[src/rtl/step_cnt_gen_if.sv]
// Control/status bundle between the lab top level (switches, buttons) and the
// LED step counter. The master drives the controls; the counter (slave) drives status.
interface step_cnt_gen_if #(
  parameter int CNT_W  = 33,
  parameter int STEP_W = 7,
  parameter int LED_W  = 8
);
  logic              en;
  logic              start;
  logic              load;
  logic [CNT_W-1:0]  load_val;
  logic              dir;
  logic [1:0]        mode;
  logic [STEP_W-1:0] cnt_step;
  logic [CNT_W-1:0]  cnt;
  logic [LED_W-1:0]  led;
  logic              busy;
  logic              tc;
  logic              done;

  // Level-sampled controls, no valid/ready: every input is consumed on each rising edge.
  modport master (
    output en, start, load, load_val, dir, mode, cnt_step,
    input  cnt, led, busy, tc, done
  );

  modport slave (
    input  en, start, load, load_val, dir, mode, cnt_step,
    output cnt, led, busy, tc, done
  );
endinterface

[src/rtl/step_cnt_gen.sv]
// Parametrised up/down step counter for the LED bank: wrap, saturate and
// one-shot reload end-of-range modes, run control FSM, tc/done pulses.
module step_cnt_gen #(
  parameter int               CNT_W  = 33,
  parameter int               STEP_W = 7,
  parameter int               LED_W  = 8,
  parameter logic [CNT_W-1:0] INIT   = 33'h1_5555_FFFF
) (
  input  logic        clk,
  input  logic        rst,
  step_cnt_gen_if.slave bus,
  output logic [1:0]  o_dbg_state
);
  localparam int XW = CNT_W + 1;

  typedef enum logic [1:0] {
    S_IDLE = 2'd0,
    S_RUN  = 2'd1,
    S_DONE = 2'd2
  } state_t;

  state_t           r_state, w_state_nxt;
  logic [CNT_W-1:0] r_cnt, w_cnt_nxt;
  logic [CNT_W-1:0] r_reload, w_reload_nxt;
  logic             r_tc, w_tc_nxt;
  logic             r_done, w_done_nxt;

  logic [XW-1:0]    w_inc;
  logic [XW-1:0]    w_cnt_ext;
  logic [XW-1:0]    w_sum;
  logic [XW-1:0]    w_all_ones;
  logic             w_carry;
  logic             w_boundary;

  // Extended arithmetic: bit CNT_W is carry (up) or borrow (down).
  assign w_inc      = XW'(bus.cnt_step) + XW'(1);
  assign w_cnt_ext  = {1'b0, r_cnt};
  assign w_sum      = bus.dir ? (w_cnt_ext - w_inc) : (w_cnt_ext + w_inc);
  assign w_all_ones = {1'b0, {CNT_W{1'b1}}};
  assign w_carry    = w_sum[CNT_W];
  assign w_boundary = bus.dir ? (w_carry || (w_sum == '0))
                              : (w_sum >= w_all_ones);

  always_comb begin
    w_state_nxt  = r_state;
    w_cnt_nxt    = r_cnt;
    w_reload_nxt = r_reload;
    w_tc_nxt     = 1'b0;
    w_done_nxt   = 1'b0;

    if (bus.load) begin
      w_cnt_nxt    = bus.load_val;
      w_reload_nxt = bus.load_val;
      w_state_nxt  = S_IDLE;
    end else if (bus.start && (r_state != S_RUN)) begin
      w_state_nxt = S_RUN;
    end else if ((r_state == S_RUN) && bus.en) begin
      if (!w_boundary) begin
        w_cnt_nxt = w_sum[CNT_W-1:0];
      end else begin
        case (bus.mode)
          2'b01: begin
            w_cnt_nxt   = bus.dir ? '0 : {CNT_W{1'b1}};
            w_tc_nxt    = 1'b1;
            w_state_nxt = S_DONE;
          end
          2'b10: begin
            w_cnt_nxt   = r_reload;
            w_tc_nxt    = 1'b1;
            w_done_nxt  = 1'b1;
            w_state_nxt = S_IDLE;
          end
          default: begin
            // Exact hit on all-ones/zero is not a terminal count in wrap mode.
            w_cnt_nxt = w_sum[CNT_W-1:0];
            w_tc_nxt  = w_carry;
          end
        endcase
      end
    end
  end

  always_ff @(posedge clk) begin
    if (!rst) begin
      r_state  <= S_IDLE;
      r_cnt    <= INIT;
      r_reload <= INIT;
      r_tc     <= 1'b0;
      r_done   <= 1'b0;
    end else begin
      r_state  <= w_state_nxt;
      r_cnt    <= w_cnt_nxt;
      r_reload <= w_reload_nxt;
      r_tc     <= w_tc_nxt;
      r_done   <= w_done_nxt;
    end
  end

  assign bus.cnt     = r_cnt;
  assign bus.led     = r_cnt[CNT_W-1 -: LED_W];
  assign bus.busy    = (r_state == S_RUN);
  assign bus.tc      = r_tc;
  assign bus.done    = r_done;
  assign o_dbg_state = r_state;
endmodule

[src/flat_wrapper.sv]
// flat-port wrapper written by rule: the top's interface ports become plain ports
module step_cnt_gen_flat 
#(
  parameter int               CNT_W  = 33,
  parameter int               STEP_W = 7,
  parameter int               LED_W  = 8,
  parameter logic [CNT_W-1:0] INIT   = 33'h1_5555_FFFF
)
  (clk, rst, o_dbg_state, bus_en, bus_start, bus_load, bus_load_val, bus_dir, bus_mode, bus_cnt_step, bus_cnt, bus_led, bus_busy, bus_tc, bus_done);
  step_cnt_gen_if #(.CNT_W(CNT_W), .STEP_W(STEP_W), .LED_W(LED_W)) bus_i ();
  input  logic clk;
  input  logic rst;
  output logic [1:0] o_dbg_state;
  input wire logic [$bits(bus_i.en)-1:0] bus_en;
  input wire logic [$bits(bus_i.start)-1:0] bus_start;
  input wire logic [$bits(bus_i.load)-1:0] bus_load;
  input wire logic [$bits(bus_i.load_val)-1:0] bus_load_val;
  input wire logic [$bits(bus_i.dir)-1:0] bus_dir;
  input wire logic [$bits(bus_i.mode)-1:0] bus_mode;
  input wire logic [$bits(bus_i.cnt_step)-1:0] bus_cnt_step;
  output wire logic [$bits(bus_i.cnt)-1:0] bus_cnt;
  output wire logic [$bits(bus_i.led)-1:0] bus_led;
  output wire logic [$bits(bus_i.busy)-1:0] bus_busy;
  output wire logic [$bits(bus_i.tc)-1:0] bus_tc;
  output wire logic [$bits(bus_i.done)-1:0] bus_done;
  assign bus_i.en = bus_en;
  assign bus_i.start = bus_start;
  assign bus_i.load = bus_load;
  assign bus_i.load_val = bus_load_val;
  assign bus_i.dir = bus_dir;
  assign bus_i.mode = bus_mode;
  assign bus_i.cnt_step = bus_cnt_step;
  assign bus_cnt = bus_i.cnt;
  assign bus_led = bus_i.led;
  assign bus_busy = bus_i.busy;
  assign bus_tc = bus_i.tc;
  assign bus_done = bus_i.done;
  step_cnt_gen #(.CNT_W(CNT_W), .STEP_W(STEP_W), .LED_W(LED_W), .INIT(INIT)) u_core (.clk(clk), .rst(rst), .bus(bus_i), .o_dbg_state(o_dbg_state));
endmodule
[config.mk]
export PLATFORM = sky130hd
export DESIGN_NAME = step_cnt_gen_flat
export DESIGN_NICKNAME = d
export VERILOG_FILES = /design/src/rtl/step_cnt_gen_if.sv /design/src/rtl/step_cnt_gen.sv /design/src/flat_wrapper.sv
export SDC_FILE = /design/constraint.sdc
export NUM_CORES = 1
export LEC_CHECK = 0
export ABC_AREA = 1
export BUFFER_PORTS_ARGS = -buffer_cell sky130_fd_sc_hd__buf_2
export CAP_MARGIN = 20
export CORE_MARGIN = 2
export CORE_UTILIZATION = 35
export CTS_CLUSTER_SIZE = 10
export DETAILED_ROUTE_END_ITERATION = 16
export PLACE_DENSITY = 0.53
export SYNTH_ARGS = -nofsm -noshare
export SYNTH_HDL_FRONTEND = slang
export SYNTH_SLANG_ARGS = --single-unit
[constraint.sdc]
create_clock -name clk -period 8.6 [get_ports clk]
set_input_delay 0.43 -clock clk [delete_from_list [all_inputs] [get_ports clk]]
set_output_delay 0.43 -clock clk [all_outputs]
set_load 0.1 [all_outputs]
Word level (Yosys, flattened, before mapping)
Cells that the tools add are included.

storage, ports and cells
  input port bits = 48
  logic and storage cells = 48
  output and inout port bits = 46
  flip-flop bits (word level) = 70

operators by class
  $add $sub $neg = 3
  reductions and logical operators = 16
  bitwise operators = 3
  order comparisons = 1
  equality and inequality tests = 5
  mux-type cells = 14

operators by type and width
  cell                                                                     count
  33-bit 2-to-1 mux                                                        5
  33-bit one-hot mux with 2 select lines                                   1
  33-bit by 34-bit adder with 34-bit output                                1
  34-bit by 33-bit >= comparator with 1-bit output, second input constant  1
  34-bit logical NOT                                                       1
  34-bit 2-to-1 mux                                                        1
  33-bit by 34-bit subtractor with 34-bit output                           1
  7-bit by 1-bit adder with 8-bit output, second input constant            1
  2-bit nonzero test                                                       4
  1-bit 2-to-1 mux                                                         6
  3-bit AND reduction                                                      2
  5-bit OR reduction                                                       1
  2-bit by 1-bit == test with 1-bit output, second input constant          2
  2-bit one-hot mux with 2 select lines                                    1
  2-bit OR reduction                                                       2
  1-bit inverter                                                           3
  3-bit nonzero test                                                       1
  3-bit OR reduction                                                       1
  2-bit == test, second input constant                                     1
  1-bit logical AND                                                        2
  2-bit by 1-bit != test with 1-bit output, second input constant          1
  2-bit != test, second input constant                                     1
  2-bit AND reduction                                                      1
  1-bit logical OR                                                         1

Longest topological paths before layout
  depth after elaboration = 10
  depth in mapped cells = 33
  gate-level depth less buffers = 32

Worst setup path after synthesis
No wires, ideal clock.

  path type = input-to-reg
  start point = input bus_cnt_step[0]
  end point = register u_core.r_cnt[10], in the netlist u_core.bus.cnt[10]
  cell stages on the path = 27
  library setup time = 125 ps
  data required time = 8475 ps
  slack = 4700 ps
  data arrival time = 3776 ps
  buffers on the path = 1
  cells stage by stage = ha_1 nand3_1 xor2_1 inv_1 nor2_1 nand2_1 o21ai_0 ha_1 nand2_1 inv_1 nand2_1 nand2_1 a21oi_2 nand2_2 nand2_1 nand2_1 nand2_1 nand2_1 nor2_1 nand3_1 nor2_2 nand3_4 nand3_4 buf_4 nand3_1 nand3_1 nand3_1

on the way
  cells in the longest elaborated chain, start to end = 10
  elaborated cells on any way between the ends = 13
  those cells by class = add/sub (3); order compare (1); mux (7); reduce/logical (2)

ends and longest elaborated chain
  what                                                                                                                RTL line            text
  from (decl)                                                                                                         flat_wrapper.sv:20  input wire logic [$bits(bus_i.cnt_step)-1:0] bus_cnt_step;
  7-bit by 1-bit adder with 8-bit output (*)                                                                          step_cnt_gen.sv:36  assign w_inc = XW'(bus.cnt_step) + XW'(1);
  33-bit by 34-bit adder with 34-bit output / 33-bit by 34-bit subtractor with 34-bit output (equally long branches)  step_cnt_gen.sv:38  assign w_sum = bus.dir ? (w_cnt_ext - w_inc) : (w_cnt_ext + w_inc);
  34-bit 2-to-1 mux (*)                                                                                               step_cnt_gen.sv:38
  parallel branches: the longest is 3 deep, another holds 34-bit by 33-bit >= comparator with 1-bit output            -
  33-bit 2-to-1 mux (*)                                                                                               step_cnt_gen.sv:58  if (!w_boundary) begin
  33-bit 2-to-1 mux (*)                                                                                               step_cnt_gen.sv:57  end else if ((r_state == S_RUN) && bus.en) begin
  33-bit 2-to-1 mux (*)                                                                                               step_cnt_gen.sv:55  end else if (bus.start && (r_state != S_RUN)) begin
  33-bit 2-to-1 mux (*)                                                                                               step_cnt_gen.sv:51  if (bus.load) begin
  to (signal assigned)                                                                                                step_cnt_gen.sv:92  r_cnt <= w_cnt_nxt;
  to (decl)                                                                                                           step_cnt_gen.sv:23  logic [CNT_W-1:0] r_cnt, w_cnt_nxt;

Mark *: on every way between the ends. The select of a mux whose other input is x is not followed.
A chain may end at the register's enable or synchronous reset.

Final worst setup path
  start point = input bus_cnt_step[0]
  end point = register u_core.r_cnt[13], in the netlist u_core.bus.cnt[13]

Same word-level chain as after synthesis.

==> summary.md <==
| Metric | Value |
|---|---|
| Pleak | `3.98 nW` |
| Die width | `141 um` |
| Port-buffer cells | `93` |
| Sw frac | `0.467` |
| Setup violations, final | `0` |
| Post-CTS Setup Bufs | `0` |
| Fin. max-slew vios | `0` |
| Row cnt | `49` |
| Synth Flop Type | `dfxtp_1` |
| Synth Cell Area | `6530 um^2` |
| Total gr overflow | `0` |
| Met1 usage | `0.343` |
| Drt drc | `0` |
| Busiest grt layer | `met1` |
| Sinks on the clock net | `70` |
| Pwr dens | `185 nW/um^2` |
| ANT cells | `0` |
| Routability cong. | `0.938` |
| Io pins | `94` |
| CP dominant cell by count | `nand2_1` |
| Post-synthesis area per instance | `5.68 um^2` |
| Clock transition at path regs | `0.05 ns` |
| CP peak stage delay | `0.83 ns` |
| Flop pwr share | `0.274` |
| Register area share after synthesis | `0.214` |
| Post-layout util | `0.409` |
| Post-cts sizing count | `0` |
| Via count | `7335` |
| Number of global-route vias before repair | `6526` |
| Layout cells sized above 1 | `0.120` |
| Die H | `141 um` |
| H-tree depth | `3` |
| WS Path Type | `in2reg` |
| Routed wire length | `22600 um` |
| Cells after synthesis | `1150` |
| Unrepaired setup endpoints after global routing | `no` |
| Initial antenna violation count | `0` |
| GRT Overall Usage | `0.227` |
| Clock power share | `0.249` |
| Area growth, synth to finish | `13.5%` |
| Met3 usage | `0.0289` |
| Final nets | `1308` |
| Psw | `639 uW` |
| Mean routed wirelength per cell | `15.5 um` |
| EDFF count, synth | `0` |
| Post-DRT Antenna Nets | `0` |
| Syn Nets | `1237` |
| Synth warn | `0` |
| Delay-heaviest family, CP | `simple AND/OR/NAND/NOR gates` |
| Clock Skew | `0.00446 ns` |
| First-pass GRT wire length | `35500 um` |
| Status | `finished clean` |
| Final Cycle Share | `0.591` |
| Achievable Freq | `197 MHz` |
| Peak supply drop | `0.000111 V` |
| Crit path time final | `5.08 ns` |
| Worst Path Max Fanout | `37` |
| Internal Power | `731 uW` |
| Netlist cell types | `35` |
| WP data required | `8.80 ns` |
| Combinational fraction of design power | `0.477` |
| Hold buffers post-CTS | `0` |
| Total CTS buffers | `9` |
| Clock Latency Late Sink | `0.33 ns` |
| Drt first-iter violations | `572` |
| Buf+Inv Stages, Crit Path | `4` |
| Starting Density | `0.360` |
| Post-synth ARST share | `0` |
| Final Hold Vio Count | `0` |
| Met2 usage | `0.335` |
| Root Buffer | `clkbuf_16` |
| Post-synthesis register bit count | `70` |
| Measured slew at the worst slew-check pin | `1.06 ns` |
| Die area | `19800 um^2` |
| Vias per cell | `5.04` |
| Maxcap violations | `0` |
| Core Footprint | `18100 um^2` |
| Worst path slowest cell | `o21ai_0` |
| Pin count of the biggest net entering global routing | `45` |
| DP HPWL | `18100 um` |
| Crit end category | `register` |
| CTS tree | `done` |
| 1st-pass router iterations | `5` |
| WP data arrival | `5.28 ns` |
| Worst hold path type | `in2reg` |
| Worst rel slew slack | `0.288` |
| Crit start category | `input pin` |
| TNS Setup | `0 ns` |
| Clk buf depth | `2` |
placed cells by master, fill, tap and decap left out, types with 2 or more instances in the layout:
| cell type | Yosys | routed |
|---|---|---|
| a21oi_1 | 100 | 100 |
| a21oi_2 | 5 | 5 |
| buf_2 | 4 | 93 |
| buf_4 | 9 | 5 |
| clkbuf_1 | 23 | 3 |
| clkbuf_16 | 0 | 9 |
| clkbuf_8 | 0 | 2 |
| clkinv_1 | 3 | 3 |
| dfxtp_1 | 70 | 70 |
| ha_1 | 38 | 38 |
| inv_1 | 158 | 158 |
| inv_2 | 9 | 9 |
| nand2_1 | 403 | 403 |
| nand2_2 | 6 | 6 |
| nand3_1 | 146 | 146 |
| nand3_4 | 3 | 3 |
| nand3b_1 | 2 | 2 |
| nand4_1 | 24 | 24 |
| nor2_1 | 63 | 63 |
| nor2_2 | 5 | 5 |
| nor3_1 | 7 | 7 |
| nor3_2 | 2 | 2 |
| nor4_1 | 2 | 2 |
| o21ai_0 | 36 | 36 |
| o21bai_1 | 6 | 6 |
| or2_2 | 2 | 2 |
| xnor2_1 | 4 | 4 |
| xor2_1 | 8 | 8 |
sequential cells by signal, indices dropped and copies added (netlist names):
name	flops
u_core.bus.done	1
u_core.bus.tc	1
u_core.r_reload	33
u_core.o_dbg_state	2
u_core.bus.cnt	33
through the flow:
step                cell area (um^2)  hold slack, ns  power (mW)  setup slack, ns  std cells
floorplan                       6530           0.419       0.870             4.70       1150
global placement                7100           0.431        1.02             3.30       1437
detailed placement              7100           0.435        1.02             3.18       1437
CTS                             7370           0.319        1.37             3.52       1452
global route                    7420           0.328        1.46             2.96       1454
finish                          7420           0.325        1.37             3.52       1454
routing by layer:
metal,share of wire,vias up,wire length [um]
li1,-,3823,-
met1,0.50,3278,11400
met2,0.42,201,9450
met3,0.054,33,1220
met4,0.023,0,522
met5,0,-,0
power groups by stage:
| stage | Sequential, mW | Combinational (mW) | Clock (mW) |
|---|---|---|---|
| global placement | 0.381 | 0.644 | 0 |
| detailed placement | 0.381 | 0.641 | 0 |
| CTS | 0.374 | 0.644 | 0.348 |
| finish | 0.375 | 0.653 | 0.342 |
| floorplan | 0.463 | 0.407 | 0 |
| global route | 0.377 | 0.724 | 0.361 |
area by class of cell:
cell class | count | area, um^2
timing repair buffer | 100 | 546
clock inverter | 1 | 5.00
inverter | 170 | 638
multi-input combinational | 870 | 4280
clock buffer | 14 | 264
sequential | 70 | 1400
tap | 229 | 287
fill | 2075 | 10700
cell families (layout without fill, tap and decap cells):
family	Yosys count	in the layout	share of synthesized area
AOI/OAI and AO/OA	150	150	0.121
xor gates and xnor gates	12	12	0.0161
adders and majority gates	39	39	0.0758
buffers and inverters	210	285	0.131
DFF	70	70	0.214
and+or+nand+nor	669	669	0.442
worst paths after layout:
path,slack (ns),endpoint,depth (start not counted),start
setup / recovery,3.52,u_core.bus.cnt[13],29,bus_cnt_step[0]
hold / removal,0.32,u_core.r_reload[27],3,bus_load_val[27]
setup reg to reg,4.69,u_core.bus.cnt[13],23,u_core.bus.cnt[0]
hold reg to reg,0.45,u_core.r_reload[31],2,u_core.r_reload[31]
synth_stat cells (2+ instances only):
library cell  count  share of area
dfxtp_1          70           0.21
o21bai_1          6         0.0069
or2_2             2         0.0019
o21ai_0          36          0.028
ha_1             38          0.073
buf_4             9          0.010
xnor2_1           4         0.0054
nand3_4           3         0.0080
a21oi_1         100          0.077
nor2_1           63          0.036
buf_6             4         0.0069
buf_2             4         0.0031
nand4_1          24          0.023
nor2_2            5         0.0048
a21oi_2           5         0.0067
nor3_2            2         0.0031
xor2_1            8          0.011
nor3_1            7         0.0054
inv_1           158          0.091
nand2_2           6         0.0057
nand2_1         403           0.23
nand3_1         146           0.11
nand3b_1          2         0.0023
clkinv_1          3         0.0017
nor4_1            2         0.0019
clkbuf_1         23          0.013
inv_2             9         0.0052
worst min-delay path, stage by stage:
cell and delay, ns:
buf_2 0.08, nand3_1 0.05, nand2_1 0.06
No activity file was read; power rests on OpenSTA's default activity.
